**src/rtl/logic_pkg.sv**
```systemverilog
// Shared encodings for the logic-function pipeline: op codes and the
// entry-count states of the output handshake.
package logic_pkg;

    localparam int OPW = 3;

    localparam logic [OPW-1:0] OP_AND   = 3'b000;
    localparam logic [OPW-1:0] OP_OR    = 3'b001;
    localparam logic [OPW-1:0] OP_XOR   = 3'b010;
    localparam logic [OPW-1:0] OP_NOR   = 3'b011;
    localparam logic [OPW-1:0] OP_NAND  = 3'b100;
    localparam logic [OPW-1:0] OP_XNOR  = 3'b101;
    localparam logic [OPW-1:0] OP_ANDN  = 3'b110;
    localparam logic [OPW-1:0] OP_PASSA = 3'b111;

    typedef enum logic [1:0] {
        ST_EMPTY = 2'd0,
        ST_ONE   = 2'd1,
        ST_TWO   = 2'd2
    } state_t;

endpackage

```
**src/rtl/logic_pipe_if.sv**
```systemverilog
// Operand/result handshake bundle between decode, the logic pipe and the
// ALU result mux.
interface logic_pipe_if
    import logic_pkg::*;
#(
    parameter int WIDTH = 32
);
    logic             in_valid;
    logic             in_ready;
    logic [WIDTH-1:0] a;
    logic [WIDTH-1:0] b;
    logic [OPW-1:0]   op;
    logic             out_valid;
    logic             out_ready;
    logic [WIDTH-1:0] y;
    logic             zero;

    modport master (
        output in_valid, a, b, op, out_ready,
        input  in_ready, out_valid, y, zero
    );

    modport slave (
        input  in_valid, a, b, op, out_ready,
        output in_ready, out_valid, y, zero
    );
endinterface

```
**src/rtl/logic_core.sv**
```systemverilog
// Combinational bitwise function evaluator with zero flag; shared with the
// ALU, so it carries no state.
module logic_core
    import logic_pkg::*;
#(
    parameter int WIDTH = 32
) (
    input  logic [WIDTH-1:0] i_a,
    input  logic [WIDTH-1:0] i_b,
    input  logic [OPW-1:0]   i_op,
    output logic [WIDTH-1:0] o_y,
    output logic             o_zero
);
    logic [WIDTH-1:0] w_y;

    always_comb begin
        w_y = '0;
        unique case (i_op)
            OP_AND:   w_y = i_a & i_b;
            OP_OR:    w_y = i_a | i_b;
            OP_XOR:   w_y = i_a ^ i_b;
            OP_NOR:   w_y = ~(i_a | i_b);
            OP_NAND:  w_y = ~(i_a & i_b);
            OP_XNOR:  w_y = ~(i_a ^ i_b);
            OP_ANDN:  w_y = i_a & ~i_b;
            OP_PASSA: w_y = i_a;
            default:  w_y = '0;
        endcase
    end

    assign o_y    = w_y;
    assign o_zero = ~|w_y;
endmodule

```
**src/rtl/logic_pipe.sv**
```systemverilog
// Registered logic unit: evaluates at accept, then holds results in an
// output register backed by a one-entry skid so in_ready stays a pure flop.
module logic_pipe
    import logic_pkg::*;
#(
    parameter int WIDTH = 32
) (
    input  logic         clk,
    input  logic         rst_n,
    logic_pipe_if.slave  bus
);
    logic [WIDTH-1:0] w_res;
    logic             w_res_zero;

    logic_core #(.WIDTH(WIDTH)) u_core (
        .i_a    (bus.a),
        .i_b    (bus.b),
        .i_op   (bus.op),
        .o_y    (w_res),
        .o_zero (w_res_zero)
    );

    state_t           r_state;
    state_t           w_state_nxt;
    logic             r_in_ready;
    logic             r_out_valid;
    logic [WIDTH-1:0] r_y;
    logic             r_zero;
    logic [WIDTH-1:0] r_skid_y;
    logic             r_skid_zero;

    logic w_acc;
    logic w_dlv;
    logic w_load_out;
    logic w_load_skid;
    logic w_skid_to_out;

    assign w_acc = bus.in_valid && r_in_ready;
    assign w_dlv = r_out_valid && bus.out_ready;

    always_comb begin
        w_state_nxt   = r_state;
        w_load_out    = 1'b0;
        w_load_skid   = 1'b0;
        w_skid_to_out = 1'b0;
        unique case (r_state)
            ST_EMPTY: begin
                if (w_acc) begin
                    w_state_nxt = ST_ONE;
                    w_load_out  = 1'b1;
                end
            end
            ST_ONE: begin
                if (w_acc && w_dlv) begin
                    w_load_out = 1'b1;
                end else if (w_acc) begin
                    w_state_nxt = ST_TWO;
                    w_load_skid = 1'b1;
                end else if (w_dlv) begin
                    w_state_nxt = ST_EMPTY;
                end
            end
            ST_TWO: begin
                if (w_dlv) begin
                    w_state_nxt   = ST_ONE;
                    w_skid_to_out = 1'b1;
                end
            end
            default: w_state_nxt = ST_EMPTY;
        endcase
    end

    // Ready/valid are decoded from the next state so both leave as flops.
    always_ff @(posedge clk or negedge rst_n) begin
        if (!rst_n) begin
            r_state     <= ST_EMPTY;
            r_in_ready  <= 1'b0;
            r_out_valid <= 1'b0;
            r_y         <= '0;
            r_zero      <= 1'b1;
        end else begin
            r_state     <= w_state_nxt;
            r_in_ready  <= (w_state_nxt != ST_TWO);
            r_out_valid <= (w_state_nxt != ST_EMPTY);
            if (w_load_out) begin
                r_y    <= w_res;
                r_zero <= w_res_zero;
            end else if (w_skid_to_out) begin
                r_y    <= r_skid_y;
                r_zero <= r_skid_zero;
            end
        end
    end

    always_ff @(posedge clk) begin
        if (w_load_skid) begin
            r_skid_y    <= w_res;
            r_skid_zero <= w_res_zero;
        end
    end

    assign bus.in_ready  = r_in_ready;
    assign bus.out_valid = r_out_valid;
    assign bus.y         = r_y;
    assign bus.zero      = r_zero;
endmodule

```
**src/flat_wrapper.sv**
```systemverilog
// flat-port wrapper written by rule: the top's interface ports become plain ports
module logic_pipe_flat import logic_pkg::*;
#(
    parameter int WIDTH = 32
)
  (clk, rst_n, bus_in_valid, bus_a, bus_b, bus_op, bus_out_ready, bus_in_ready, bus_out_valid, bus_y, bus_zero);
  logic_pipe_if #(.WIDTH(WIDTH)) bus_i ();
  input  logic clk;
  input  logic rst_n;
  input wire logic [$bits(bus_i.in_valid)-1:0] bus_in_valid;
  input wire logic [$bits(bus_i.a)-1:0] bus_a;
  input wire logic [$bits(bus_i.b)-1:0] bus_b;
  input wire logic [$bits(bus_i.op)-1:0] bus_op;
  input wire logic [$bits(bus_i.out_ready)-1:0] bus_out_ready;
  output wire logic [$bits(bus_i.in_ready)-1:0] bus_in_ready;
  output wire logic [$bits(bus_i.out_valid)-1:0] bus_out_valid;
  output wire logic [$bits(bus_i.y)-1:0] bus_y;
  output wire logic [$bits(bus_i.zero)-1:0] bus_zero;
  assign bus_i.in_valid = bus_in_valid;
  assign bus_i.a = bus_a;
  assign bus_i.b = bus_b;
  assign bus_i.op = bus_op;
  assign bus_i.out_ready = bus_out_ready;
  assign bus_in_ready = bus_i.in_ready;
  assign bus_out_valid = bus_i.out_valid;
  assign bus_y = bus_i.y;
  assign bus_zero = bus_i.zero;
  logic_pipe #(.WIDTH(WIDTH)) u_core (.clk(clk), .rst_n(rst_n), .bus(bus_i));
endmodule
```
**config.mk**
```make
export PLATFORM = sky130hd
export DESIGN_NAME = logic_pipe_flat
export DESIGN_NICKNAME = d
export VERILOG_FILES = /design/src/rtl/logic_pkg.sv /design/src/rtl/logic_pipe_if.sv /design/src/rtl/logic_core.sv /design/src/rtl/logic_pipe.sv /design/src/flat_wrapper.sv
export SDC_FILE = /design/constraint.sdc
export NUM_CORES = 1
export LEC_CHECK = 0
export CAP_MARGIN = 10
export CORE_AREA = 2 2 146 163
export DETAILED_ROUTE_END_ITERATION = 10
export DIE_AREA = 0 0 148 165
export PLACE_DENSITY_LB_ADDON = 0.12
export REMOVE_ABC_BUFFERS = 1
export SLEW_MARGIN = 25
export SYNTH_ARGS = -nofsm -noshare
export SYNTH_HDL_FRONTEND = slang
export SYNTH_HIERARCHICAL = 1
export SYNTH_SLANG_ARGS = --single-unit
```
**constraint.sdc**
```tcl
create_clock -name clk -period 4.1 [get_ports clk]
set_input_delay 1.025 -clock clk [delete_from_list [all_inputs] [get_ports clk]]
set_output_delay 1.025 -clock clk [all_outputs]
set_load 0.1 [all_outputs]
```
==> results of run 1 <==
==> cells by family (layout without fill, tap and decap cells) <==
| family | Yosys count | count (layout) |
|---|---|---|
| simple gates | 172 | 172 |
| compound gates | 165 | 165 |
| buf+inv | 132 | 227 |
| fa+ha+maj | 96 | 96 |
| flops | 70 | 70 |
| mux | 63 | 63 |
==> cell usage after synthesis (6+ instances only) <==
cell type,count
a21oi_1,51
a221o_1,32
and2_1,33
buf_2,18
buf_4,6
buf_6,10
dfrtp_1,36
edfxtp_1,33
ha_1,96
inv_1,85
mux2_2,27
mux2i_1,12
mux4_2,21
nand2_1,32
nand3_1,8
nor2_1,52
nor3_1,7
o211ai_1,14
o21ai_0,19
o21bai_1,10
or2_2,6
==> state kept, by name, indices dropped and copies added, names as in the netlist <==
| register | flops |
|---|---|
| u_core/bus.y | 32 |
| u_core/bus.in_ready | 1 |
| u_core/bus.out_valid | 1 |
| u_core/r_skid_zero | 1 |
| u_core/bus.zero | 1 |
| u_core/r_state | 2 |
| u_core/r_skid_y | 32 |
==> critical path, cell delays in order <==
cell             delay [ns]
clkdlybuf4s50_1        0.53
inv_1                  0.06
ha_1                   0.30
mux2_2                 0.26
mux4_2                 0.50
nor4_2                 0.30
nand3_1                0.20
nor4b_2                0.32
a221o_1                0.21
==> routing by layer <==
layer | vias to the layer above | track usage [%] | part of all wire (%)
li1 | 2689 | - | -
met1 | 2709 | 19.34 | 44
met2 | 122 | 28.43 | 51
met3 | 22 | 2.017 | 3.5
met4 | 0 | 4.156 | 2.0
met5 | - | 0 | 0
==> power by group <==
part           total (mW)  internal, mW  switching [mW]
logic                2.58         0.762            1.82
registers            1.14         0.998           0.146
clock network       0.849         0.548           0.301
total                4.57          2.31            2.26
==> worst min-delay path by stage <==
stage	from	end	slack, ns	cells past startpoint
6_report	u_core/bus.y[31]	u_core/bus.y[31]	0.51	1
4_1_cts	u_core/bus.y[31]	u_core/bus.y[31]	0.52	1
5_1_grt	u_core/bus.y[23]	u_core/bus.y[23]	0.53	1
3_5_place_dp	u_core/bus.y[23]	u_core/bus.y[23]	0.50	1
2_1_floorplan	u_core/r_state[1]	u_core/r_state[0]	0.51	1
3_3_place_gp	u_core/bus.y[16]	u_core/bus.y[16]	0.49	1
==> area by class of cell <==
| class | count | area (sq um) |
|---|---|---|
| fillers | 2331 | 14300 |
| multi-input cells | 496 | 4184 |
| flip-flops and latches | 70 | 1918 |
| repair buffers | 124 | 1219 |
| well taps | 300 | 375.4 |
| inverters | 87 | 326.6 |
| clock buffers | 12 | 246.5 |
| clock inverters | 4 | 70.07 |
==> cells in the final DEF (no fill, tap or decap), drive strengths merged, types with 2 or more instances in the layout <==
cell type,n
clkinv,3
mux2i,12
nand2,32
o32a,3
or2,6
o31ai,3
a31oi,5
or3,5
bufinv,2
nor2,52
o21ai,19
o311ai,5
nand3,8
and2,33
a22oi,2
and3b,2
clkbuf,12
nand4,5
dfrtp,36
nor2b,5
edfxtp,33
o21bai,10
nand2b,4
mux4,21
a211oi,2
a21oi,51
nor3,7
clkdlybuf4s50,101
buf,23
mux2,30
a221oi,4
nor4,6
inv,86
o211ai,14
o22ai,5
a221o,32
a21o,2
ha,96
==> results.py, run 1 <==
metrics = {
    "power": {
        "power_density_nw_per_um2": 548.2,
        "power_leakage_nw": 3.609,
        "total_power_mw": 4.572,
        "ir_drop_mv": 0.3274,
    },
    "synth": {
        "syn_inst": 698,
        "yosysSeqAreaShare_pct": 28.52,
        "synth_xor_area_share_pct": 0,
        "avgSynthCellArea_sq_um": 9.635,
        "synth_warnings": 6,
        "synth_flop_cell": "dfrtp_1",
        "synth_compound_area_share_pct": 17.25,
        "ys_ff_latch": 70,
        "yosysTopAreaCell": "ha_1",
        "synth-adder-area-share_pct": 17.86,
        "netlist_area_sq_um": 6725,
        "synth_edf_count": 33,
        "yosys-top-cells-area": "ha_1, edfxtp_1, dfrtp_1",
        "ys_async_sr_fraction_pct": 52.86,
        "synth_top_area_share_pct": 17.86,
        "synth_top_family_by_area": "adder cells",
        "yosys.area_share.simple_pct": 13.08,
        "muxShareOfSynthArea_pct": 13.90,
        "yosysUniqueCellTypes": 60,
    },
    "place": {
        "post-place-ws_ns": 0.2954,
        "gp_congestion": 0.8207,
        "io_buffers": 105,
        "dp.cells": 1077,
        "placed_cell_area_sq_um": 8020,
        "dp_hpwl_um": 13560,
    },
    "cells_and_area": {
        "antenna_cells": 0,
        "fin_util_pct": 36.83,
        "stdcell_count": 1093,
        "drive_gt1_share_pct": 12.61,
        "syn_to_final_growth_pct": 24.00,
        "nNetsFinal": 955,
        "final_area_sq_um": 8339,
    },
    "global_routing": {
        "antenna_found_initial": 0,
        "grt_pass1_wl_um": 30320,
        "grt_start_max_net_pins": 83,
        "track_usage_pct": 15.58,
        "grt.overflow.total": 0,
        "grt_pass1_vias": 5758,
    },
    "floorplanning": {
        "dieHeight_um": 165,
        "initial_core_util_pct": 29.70,
        "rows": 58,
        "chipWidth_um": 148,
        "die_area_sq_um": 24420,
        "core-area_sq_um": 22640,
        "io_pins": 106,
    },
    "cts": {
        "h-tree-depth": 3,
        "cts_made_buffers": 9,
        "clk_pin_slew_ns": 0.06,
        "cts_resized": 0,
        "root_buffer": "clkbuf_16",
        "insertion_delay_ns": 0.33,
        "tritoncts": "built",
        "cts_max_path_buffers": 2,
        "post_cts_buffers": 0,
        "cts-hold-fix-buffers": 0,
        "cts_sinks": 70,
    },
    "worst_setup_path": {
        "path_max_fanout": 4,
        "crit_path_start_kind": "input port",
        "r2r_cells": 4,
        "crit_type": "input port to flop",
        "arrival_ns": 3.72,
        "startpoint": "bus_a[26]",
        "critical_path_required_ns": 4.37,
        "ff2ff_setup_slack_ns": 2.16,
        "r2r-end": "u_core/bus.y[5]",
        "crit_end": "u_core/bus.zero",
        "crit_path_end_kind": "flop",
        "r2r-start": "u_core/r_state[0]",
    },
    "detailed_routing": {
        "drt_wl_total_um": 18420,
        "avgViaCountPerCell": 5.070,
        "final_antenna_net_count": 0,
        "drc": 0,
        "drt_iter0_markers": 335,
        "num_vias": 5542,
        "drt_pass1_iterations": 5,
        "wl_per_cell_um": 16.85,
    },
    "sta": {
        "whs_ns": 0.5081,
        "fmax_mhz": 290.6,
        "tightest_slew_ns": 1.059,
        "hold_viol": 0,
        "fin_tns_setup_ns": 0,
        "drv_slew": 0,
        "finalCritPeriodShare_pct": 83.94,
        "setup-violations-final": 0,
        "slew_headroom_pct": 29.19,
        "fin_skew_ns": 0.004982,
        "period_needed_ns": 3.442,
        "setup_ws_ns": 0.6583,
        "rsz0062_at_grt": "no",
    },
    "job": {
        "maxCapViolations": 0,
    },
    "worst_hold_path": {
        "worstHoldPathType": "flop to flop",
    },
    "outcome": {
        "status": "finished clean",
    },
}
No activity file was read; power rests on OpenSTA's default activity.
==> inputs of run 2 (changes only) <==
Clock period 4.1 ns to 2.8 ns, I/O delays scaled along.
==> results.py, run 2 (synthesized netlist as in run 1, its figures left out) <==
metrics = {
    "power": {
        "power_density_nw_per_um2": 714.2,
        "power_leakage_nw": 4.354,
        "total_power_mw": 6.627,
        "ir_drop_mv": 0.5169,
    },
    "global_routing": {
        "antenna_found_initial": 2,
        "track_usage_pct": 16.23,
        "grt_pass1_vias": 6199,
        "grt.overflow.total": 0,
        "grt_pass1_wl_um": 31530,
        "grt_start_max_net_pins": 72,
    },
    "sta": {
        "period_needed_ns": 2.706,
        "setup-violations-final": 0,
        "fin_skew_ns": 0.009213,
        "tightest_slew_ns": 0.5271,
        "whs_ns": 0.3295,
        "drv_slew": 0,
        "hold_viol": 0,
        "fmax_mhz": 369.5,
        "finalCritPeriodShare_pct": 96.65,
        "slew_headroom_pct": 64.56,
    },
    "cells_and_area": {
        "drive_gt1_share_pct": 29.79,
        "nNetsFinal": 1055,
        "regArea_sq_um": 1918,
        "final_common_cell": "buf_4",
        "syn_to_final_growth_pct": 37.97,
        "fin_util_pct": 40.98,
        "stdcell_count": 1195,
        "fillCellCount": 2287,
        "final_cell_mix": "buf_4, ha_1, inv_1, nor2_1, a21oi_1",
        "multi_input_area_sq_um": 4384,
    },
    "detailed_routing": {
        "num_vias": 5894,
        "avgViaCountPerCell": 4.932,
        "drc": 0,
        "final_antenna_net_count": 0,
        "drt_pass1_iterations": 7,
        "wl_per_cell_um": 16.29,
        "drt_iter0_markers": 382,
        "drt_wl_total_um": 19470,
    },
    "floorplanning": {
        "die_area_sq_um": 24420,
        "initial_core_util_pct": 29.70,
        "dieHeight_um": 165,
        "rows": 58,
        "chipWidth_um": 148,
        "io_pins": 106,
        "core-area_sq_um": 22640,
    },
    "place": {
        "dp_hpwl_um": 14530,
        "io_buffers": 105,
        "gp_congestion": 0.8125,
        "dp.cells": 1174,
    },
    "cts": {
        "cts_made_buffers": 9,
        "cts_sinks": 70,
        "insertion_delay_ns": 0.34,
        "h-tree-depth": 3,
        "tritoncts": "built",
        "cts_max_path_buffers": 2,
        "root_buffer": "clkbuf_16",
        "clk_pin_slew_ns": 0.06,
    },
    "worst_setup_path": {
        "path_max_fanout": 2,
        "crit_path_end_kind": "flop",
        "critical_path_required_ns": 3.08,
        "crit_path_start_kind": "input port",
        "arrival_ns": 2.99,
        "crit_type": "input port to flop",
    },
    "outcome": {
        "status": "finished clean",
    },
    "worst_hold_path": {
        "worstHoldPathType": "input port to asynchronous set/reset pin",
    },
    "job": {
        "maxCapViolations": 0,
    },
}
run 2: repair_timing:
action,CTS,global route
buffers inserted,2,2
hold buffers,0,0
gates resized for setup,36,41
pin swaps,16,14
setup endpoints to repair,2,2
run 2: final timing paths:
kind	startpoint	end	slack, ns	depth (start not counted)
setup / recovery	bus_a[17]	u_core/bus.zero	0.09	10
max in group asynchronous	rst_n	u_core/bus.zero	2.19	2
hold / removal	rst_n	u_core/bus.y[20]	0.33	2
setup reg to reg	u_core/r_state[0]	u_core/bus.y[14]	1.11	5
min in group clk	u_core/bus.y[20]	u_core/bus.y[20]	0.51	1
hold reg to reg	u_core/bus.y[20]	u_core/bus.y[20]	0.51	1
run 2: critical path, stage by stage:
cell	delay, ns
clkdlybuf4s50_1	0.48
inv_1	0.06
ha_1	0.31
or4b_4	0.48
o22ai_2	0.19
nand2_1	0.06
o21ai_0	0.09
a22oi_2	0.14
nor4b_4	0.28
a221o_1	0.20
run 2: final cells by class:
type | instances | area share [%]
antenna | 2 | 0.05394
clock buffer | 9 | 2.427
clock inverter | 7 | 0.4450
inverter | 87 | 3.560
multi-input combinational | 496 | 47.25
sequential | 70 | 20.67
tap | 300 | 4.045
timing repair buffer | 224 | 21.55
run 2: power breakdown:
group,internal (mW),switching [mW],total [mW]
Combinational,1.19,2.74,3.92
Sequential,1.46,0.207,1.67
Clock,0.592,0.445,1.04
Total,3.24,3.39,6.63
run 2: routing by layer:
layer	vias up	GRT usage (%)	wire length [um]
li1	2895	-	-
met1	2862	19.54	8354
met2	122	29.71	10120
met3	15	2.624	734
met4	0	4.805	261
met5	-	0	0
run 2: per-stage QoR:
step | instance area, sq um | setup TNS, ns | worst slack, ns
after detailed placement | 8751 | -1.980 | -0.5757
after global routing | 9279 | -0.006552 | -0.006552
after global placement | 8751 | -1.615 | -0.5392
after floorplan | 6420 | -45.23 | -1.249
final | 9279 | 0 | 0.09389
after CTS | 9129 | 0 | 0.007214
==> inputs of run 3 (changes only) <==
Settings changed: MAX_ROUTING_LAYER set to met4, REMOVE_ABC_BUFFERS 1 to not set.
==> results.py, run 3 (synthesized netlist as in run 1, its figures left out) <==
metrics = {
    "place": {
        "dp_hpwl_um": 16010,
        "gp_congestion": 0.8257,
        "post-place-ws_ns": -0.6772,
        "io_buffers": 105,
        "dp.cells": 1224,
    },
    "sta": {
        "setup_ws_ns": 0.07268,
        "fmax_mhz": 366.7,
        "finalCritPeriodShare_pct": 97.40,
        "hold_viol": 0,
        "period_needed_ns": 2.727,
        "fin_skew_ns": 0.004975,
        "setup-violations-final": 0,
        "slew_headroom_pct": 42.24,
        "rsz0062_at_grt": "no",
        "drv_slew": 0,
        "tightest_slew_ns": 0.8664,
    },
    "global_routing": {
        "track_usage_pct": 16.87,
        "grt.overflow.total": 0,
        "grt_pass1_wl_um": 32040,
        "grt_start_max_net_pins": 38,
        "antenna_found_initial": 0,
        "grt_pass1_vias": 6178,
    },
    "detailed_routing": {
        "wl_per_cell_um": 15.93,
        "met1_length_um": 9713,
        "top_layer_used": "met4",
        "avgViaCountPerCell": 4.858,
        "wl_met2_um": 9405,
        "drt_iter0_markers": 241,
        "num_vias": 6087,
        "wl_met3_um": 571,
        "final_antenna_net_count": 0,
        "drt_wl_total_um": 19960,
        "drc": 0,
        "drt_pass1_iterations": 4,
    },
    "floorplanning": {
        "io_pins": 106,
        "initial_core_util_pct": 29.70,
        "die_area_sq_um": 24420,
        "core-area_sq_um": 22640,
        "dieHeight_um": 165,
        "chipWidth_um": 148,
        "rows": 58,
    },
    "cts": {
        "cts_max_path_buffers": 2,
        "clk_pin_slew_ns": 0.05,
        "cts_sinks": 70,
        "tritoncts": "built",
        "cts_made_buffers": 9,
        "root_buffer": "clkbuf_16",
        "insertion_delay_ns": 0.32,
        "cts-hold-fix-buffers": 0,
        "h-tree-depth": 3,
    },
    "cells_and_area": {
        "antenna_cells": 0,
        "multi_input_area_sq_um": 4483,
        "drive_gt1_share_pct": 35.26,
        "regArea_sq_um": 1918,
        "nNetsFinal": 1115,
        "final_common_cell": "buf_4",
        "stdcell_count": 1253,
        "final_cell_mix": "buf_4, ha_1, inv_1, nor2_1, a21oi_1",
        "fillCellCount": 2280,
        "syn_to_final_growth_pct": 44.52,
    },
    "worst_setup_path": {
        "critPathBufInv": 2,
        "crit_chain": "clkdlybuf4s50_1 -> inv_1 -> ha_1 -> mux4_2 -> and3_1 -> a22oi_2 -> nor4b_4 -> a221o_1",
        "path_max_fanout": 2,
        "cpPeakStageDelay_ns": 0.53,
        "r2r_cells": 4,
        "arrival_ns": 2.97,
        "critical_path_required_ns": 3.04,
        "crit_path_end_kind": "flop",
        "crit_family": "buffers and inverters",
        "cpMaxStageDelayCell": "clkdlybuf4s50_1",
        "crit_type": "input port to flop",
        "crit_path_start_kind": "input port",
        "path_depth": 8,
    },
    "power": {
        "power_density_nw_per_um2": 684.4,
        "power_leakage_nw": 4.624,
        "ir_drop_mv": 0.3981,
    },
    "synth": {
        "syn_nets": 865,
    },
    "job": {
        "maxCapViolations": 0,
    },
    "worst_hold_path": {
        "worstHoldPathType": "input port to asynchronous set/reset pin",
    },
    "outcome": {
        "status": "finished clean",
    },
}
-- run 3: timing repair --
| item | in CTS | in global routing |
|---|---|---|
| gates cloned | 0 | 0 |
| hold endpoints to repair | 0 | 0 |
| pin swaps | 29 | 11 |
| buffers inserted | 12 | 1 |
| gates resized for setup | 78 | 39 |
| endpoints found under the setup margin | 2 | 2 |
-- run 3: final cells by class --
type	instances	area share (%)
flip-flops and latches	70	19.73
clock buffers	13	2.472
multi-input cells	496	46.13
well taps	300	3.862
repair buffers	284	24.30
clock inverters	3	0.1287
inverters	87	3.373
-- run 3: layer usage --
metal	up-vias	global-route usage [%]
met4	0	4.199
met1	2924	22.85
met2	131	27.59
li1	3014	-
met3	18	1.243
met5	-	-
-- run 3: worst paths after layout --
kind / end / slack [ns] / start
min in group clk: u_core/bus.y[10] / 0.51 / u_core/bus.y[10]
worst min-delay path: u_core/bus.y[17] / 0.49 / rst_n
worst min register to register: u_core/bus.y[10] / 0.51 / u_core/bus.y[10]
max in group asynchronous: u_core/bus.y[21] / 1.76 / rst_n
worst max-delay path: u_core/bus.zero / 0.07 / bus_b[1]
worst max register to register: u_core/bus.zero / 0.98 / u_core/r_state[1]
-- run 3: report_power, final --
group	leakage, nW	internal (mW)	switching, mW	total (mW)
Sequential	0.751	1.46	0.206	1.67
Combinational	3.75	1.25	2.75	4.01
Clock	0.123	0.592	0.385	0.978
Total	4.62	3.31	3.35	6.65
-- run 3: stage by stage --
step	hold slack [ns]	cell area [sq um]	power (mW)	setup TNS, ns	utilization, %
final	0.4873	9719	6.652	0	42.93
after global routing	0.5371	9719	6.972	0	42.93
after CTS	0.5179	9572	6.688	0	42.27
after detailed placement	0.5074	9057	5.648	-2.710	40.00
after global placement	0.5038	9057	5.583	-2.173	40.00
after floorplan	0.4044	6736	4.527	0	-
